**config.mk**
```make
export PLATFORM = sky130hd
export DESIGN_NAME = quad_dec_up_down
export DESIGN_NICKNAME = d
export VERILOG_FILES = /design/src/rtl/quad_dec_up_down.sv
export SDC_FILE = /design/constraint.sdc
export NUM_CORES = 1
export LEC_CHECK = 0
export ABC_AREA = 1
export BUFFER_PORTS_ARGS = -buffer_cell sky130_fd_sc_hd__buf_4
export CAP_MARGIN = 20
export CORE_MARGIN = 2
export CORE_UTILIZATION = 50
export DETAILED_ROUTE_END_ITERATION = 8
export PLACE_DENSITY = 0.71
export SLEW_MARGIN = 25
export SYNTH_ARGS = -nofsm -noshare
export SYNTH_HDL_FRONTEND = slang
export SYNTH_SLANG_ARGS = --single-unit
```
**constraint.sdc**
```tcl
create_clock -name clk -period 2.6 [get_ports clk]
set_input_delay 0.26 -clock clk [delete_from_list [all_inputs] [get_ports clk]]
set_output_delay 0.26 -clock clk [all_outputs]
set_load 0.1 [all_outputs]
```
**src/rtl/quad_dec_up_down.sv**
```systemverilog
// Quadrature A/B decoder: synchronises and glitch-filters two encoder phases, decodes Gray
// steps into a one-cycle strobe with direction, and keeps a wrapping position count.
module quad_dec_up_down #(
  parameter int unsigned SYNC_STAGES = 2,
  parameter int unsigned FILT_CYCLES = 3,
  parameter int unsigned WIDTH       = 3
) (
  input  logic             clk,
  input  logic             reset,
  input  logic             enable,
  input  logic             a_in,
  input  logic             b_in,
  input  logic             err_clr,
  output logic             step,
  output logic             up_down,
  output logic [WIDTH-1:0] pos,
  output logic             err
);

  localparam int unsigned FCW = $clog2(FILT_CYCLES + 1);
  localparam int unsigned ICW = $clog2(SYNC_STAGES + 1);

  typedef enum logic [0:0] {StInit, StTrack} state_e;

  state_e                 state_q;
  logic [ICW-1:0]         init_cnt_q;
  logic [SYNC_STAGES-1:0] a_sync_q, b_sync_q;
  logic [1:0]             raw;       // {a, b} after synchronisers
  logic [1:0]             filt_q;    // {a_f, b_f}
  logic [FCW-1:0]         cnt_q [2];
  logic [1:0]             prev_q;
  logic                   init_load;
  logic                   is_up, is_down, is_illegal;

  assign raw       = {a_sync_q[SYNC_STAGES-1], b_sync_q[SYNC_STAGES-1]};
  assign init_load = (state_q == StInit) && (init_cnt_q == ICW'(SYNC_STAGES));

  always_ff @(posedge clk or negedge reset) begin
    if (!reset) begin
      a_sync_q <= '0;
      b_sync_q <= '0;
    end else begin
      a_sync_q <= {a_sync_q[SYNC_STAGES-2:0], a_in};
      b_sync_q <= {b_sync_q[SYNC_STAGES-2:0], b_in};
    end
  end

  // A filtered level flips only after the synced value has disagreed with it on
  // FILT_CYCLES+1 consecutive edges; any agreement restarts the count.
  always_ff @(posedge clk or negedge reset) begin
    if (!reset) begin
      filt_q <= '0;
      for (int i = 0; i < 2; i++) cnt_q[i] <= '0;
    end else begin
      for (int i = 0; i < 2; i++) begin
        if (init_load) begin
          filt_q[i] <= raw[i];
          cnt_q[i]  <= '0;
        end else if (state_q == StInit || raw[i] == filt_q[i]) begin
          cnt_q[i]  <= '0;
        end else if (cnt_q[i] == FCW'(FILT_CYCLES)) begin
          filt_q[i] <= raw[i];
          cnt_q[i]  <= '0;
        end else begin
          cnt_q[i]  <= cnt_q[i] + FCW'(1);
        end
      end
    end
  end

  always_comb begin
    is_up      = 1'b0;
    is_down    = 1'b0;
    is_illegal = 1'b0;
    case ({prev_q, filt_q})
      4'b00_10, 4'b10_11, 4'b11_01, 4'b01_00: is_up      = 1'b1;
      4'b10_00, 4'b11_10, 4'b01_11, 4'b00_01: is_down    = 1'b1;
      4'b00_11, 4'b11_00, 4'b01_10, 4'b10_01: is_illegal = 1'b1;
      default: ;
    endcase
  end

  always_ff @(posedge clk or negedge reset) begin
    if (!reset) begin
      state_q    <= StInit;
      init_cnt_q <= '0;
      prev_q     <= '0;
      step       <= 1'b0;
      up_down    <= 1'b0;
      pos        <= '0;
      err        <= 1'b0;
    end else begin
      step <= 1'b0;
      unique case (state_q)
        StInit: begin
          if (init_load) begin
            state_q <= StTrack;
            prev_q  <= raw;
          end else begin
            init_cnt_q <= init_cnt_q + ICW'(1);
          end
        end
        StTrack: begin
          // prev tracks even when disabled so re-enabling never replays old motion
          prev_q <= filt_q;
          if (enable) begin
            if (is_up) begin
              step    <= 1'b1;
              up_down <= 1'b1;
              pos     <= pos + WIDTH'(1);
            end else if (is_down) begin
              step    <= 1'b1;
              up_down <= 1'b0;
              pos     <= pos - WIDTH'(1);
            end
            if (is_illegal) begin
              err <= 1'b1;
            end else if (err_clr) begin
              err <= 1'b0;
            end
          end
        end
        default: state_q <= StInit;
      endcase
    end
  end

endmodule
```
==> flow_summary.json <==
{
  "insertion_delay_ns": 0.30,
  "finish.utilization_pct": 58.8,
  "totalWireLength_um": 1560,
  "numClockSinks": 21,
  "cts_buffers": 3,
  "route.met3.wl_um": 41,
  "synth.yosys.warnings": 0,
  "routed-wl-met2_um": 738,
  "final_nets": 136,
  "dominantRegCellSynth": "dfrtp_1",
  "cts.hold.buffers_added": 1,
  "post_synth_most_frequent_cells": "26 x nand2_1, 21 x dfrtp_1, 15 x inv_1, 9 x nor2_1, 5 x o21ai_0",
  "mappedNetlistArea_sq_um": 1030,
  "cells_after_synthesis": 112,
  "post_synth.cell_area_avg_sq_um": 9.24,
  "worst_case_setup_margin_in_the_final_layout_ns": 0.772,
  "cts_root_buffer": "clkbuf_4",
  "grt_overflow": 0,
  "first_pass_iters": 4,
  "io_pins": 12,
  "relSlewSlack_pct": 73.4,
  "grt_pass1_wl_um": 2880,
  "fmax_mhz": 547,
  "ys_seq_area_share_pct": 50.8,
  "cp_slowest_stage_delay_ns": 0.54,
  "worst_slew_pin_slew_ns": 0.400,
  "cpMostUsedCell": "nand2_1",
  "critPathKind": "reg -> reg",
  "dr.max_layer_used": "met4",
  "run_status": "completed",
  "place_ws_ns": 0.787,
  "synth_seq_cells": 21,
  "yosys.area.top_type_share_pct": 50.8,
  "die_w_um": 49.5,
  "endpoint_kind": "flip-flop",
  "dr.first_iter.drc_count": 10,
  "path_cells": "clkinv_2 > nand2_1 > nand2_1 > nand2_1 > xor2_1 > inv_1 > ha_1 > inv_1 > nand2_1 > nand2_1 > nand2_1 > o21bai_1 > nand2_1",
  "via_per_inst": 4.78,
  "portBuffers": 11,
  "route.detailed.wl_per_inst_um": 10.3,
  "die_height_um": 49.5,
  "worst-path-max-fanout": 8,
  "routability_cong": 0.842,
  "nFillCells": 184,
  "worst_path_max_delay_cell": "dfrtp_1",
  "area_of_the_die_sq_um": 2450,
  "netlist-cell-type-count": 23,
  "post_cts_buffers": 0,
  "hpwlAfterDp_um": 1200,
  "critPathArrivalTime_ns": 2.03,
  "core.rowCount": 16,
  "num_vias": 727,
  "yosysMostFrequentCell": "nand2_1",
  "initial_core_util_pct": 52.7,
  "postSynthNetCount": 122,
  "track_usage_pct": 15.4,
  "cts.path.max_buffers": 2,
  "area_growth_pct": 11.5,
  "start_kind": "flip-flop",
  "synthDominantAreaCellType": "dfrtp_1",
  "fraction_of_final_layout_cells_sized_beyond_drive_strength_1_pct": 21.6,
  "synth-async-reset-ratio_pct": 100,
  "design.core.area_sq_um": 1960,
  "number_of_enable_flip_flop_cells_after_synthesis": 0,
  "final-hold-violation-count": 0,
  "multi_input_area_sq_um": 399,
  "wirelength_met1_um": 726,
  "setup_viol": 0,
  "cts_htree_levels": 1,
  "rsz0062_at_grt": "false",
  "maxCapViolations": 0,
  "finalCritPeriodShare_pct": 70.3,
  "clock-skew-final_ns": 0.00270,
  "number_of_global_route_vias_before_repair": 708,
  "detail-route-antenna-nets": 0,
  "drcViolationCount": 0,
  "num_antenna_cells": 0,
  "cts-resized-gates": 0,
  "cp.required_ns": 2.80,
  "final.min_clock_period_ns": 1.83,
  "yosys-top-cells-area": "dfrtp_1 51%, nand2_1 9.4%, inv_1 5.4%, ha_1 4.8%, nor2_1 3.3%",
  "hold_path.class": "in -> reg",
  "final_max_slew_viol_count": 0,
  "cts_tree": "built",
  "cts.reportedPaths.clkPinSlew_ns": 0.11,
  "area.sequential_sq_um": 526,
  "setup-tns-final_ns": 0,
  "antenna_found_initial": 0,
  "grt_start_max_net_pins": 22
}
-- cell families (layout without fill, tap and decap cells) --
kind of cell    after synthesis  after routing  share of synthesized area [%]
compound gates               14             14                           8.34
xor+xnor                      5              5                           6.05
fa+ha+maj                     4              4                           4.84
buf+inv                      23             36                           10.6
flops                        21             21                           50.8
simple gates                 45             45                           19.3
-- sequential cells by signal, indices dropped and copies added (netlist names), 2 cells and up --
register,cells
cnt_q,4
pos,3
a_sync_q,2
b_sync_q,2
filt_q,2
init_cnt_q,2
prev_q,2
-- per-stage QoR --
step / std cells / area (sq um) / hold WS (ns)
4_1_cts: 152 / 1150 / 0.0429
6_report: 152 / 1150 / 0.0521
3_3_place_gp: 147 / 1120 / 0.155
5_1_grt: 152 / 1150 / 0.0292
3_5_place_dp: 147 / 1120 / 0.160
2_1_floorplan: 112 / 1030 / -0.0356
-- layout make-up --
type                            count  area share, %
Clock buffer                        4           2.28
Inverter                           20           6.62
Multi-Input combinational cell     68           34.6
Sequential cell                    21           45.6
Tap cell                           27           2.93
Timing Repair Buffer               12           8.03
-- per-layer routing --
layer	vias up	track usage, %
met4	0	9.72
li1	370	-
met5	-	0
met1	339	20.2
met3	5	2.73
met2	13	23.9
-- placed cells by master, fill, tap and decap left out, drive strengths merged --
master / Yosys / final
nand2: 29 / 29
dfrtp: 21 / 21
inv: 19 / 19
buf: 3 / 11
nor2: 11 / 11
o21ai: 8 / 8
ha: 4 / 4
clkbuf: 0 / 4
xnor2: 3 / 3
nand3: 3 / 3
nor3: 2 / 2
a21oi: 2 / 2
xor2: 2 / 2
o221ai: 2 / 2
clkinv: 1 / 1
o21bai: 1 / 1
a22oi: 1 / 1
dlygate4sd3: 0 / 1
-- worst max-delay path: cells and delay by family, from the launching register on --
kind	cells	cell delay [ns]
flops	1	0.54
simple gates	7	0.51
buf+inv	3	0.24
fa+ha+maj	1	0.17
xor+xnor	1	0.15
compound gates	1	0.13
-- path summary, 6_finish.rpt --
path                                  startpoint                    end  slack, ns  cells after the start
max reg2reg                filt_q[1]$_DFFE_PN0P_     pos[2]$_DFFE_PN0P_       0.77                     13
min reg2reg                b_sync_q[0]$_DFF_PN0_  b_sync_q[1]$_DFF_PN0_       0.37                      0
max in group asynchronous                  reset  filt_q[1]$_DFFE_PN0P_       2.04                      2
max                        filt_q[1]$_DFFE_PN0P_     pos[2]$_DFFE_PN0P_       0.77                     13
min in group asynchronous                  reset  a_sync_q[0]$_DFF_PN0_       0.36                      2
min                                         a_in  a_sync_q[0]$_DFF_PN0_       0.05                      1
Power is left out: the tool's default activity adds up to more than one toggle a clock period on the data nets, which glitch-free logic cannot reach.
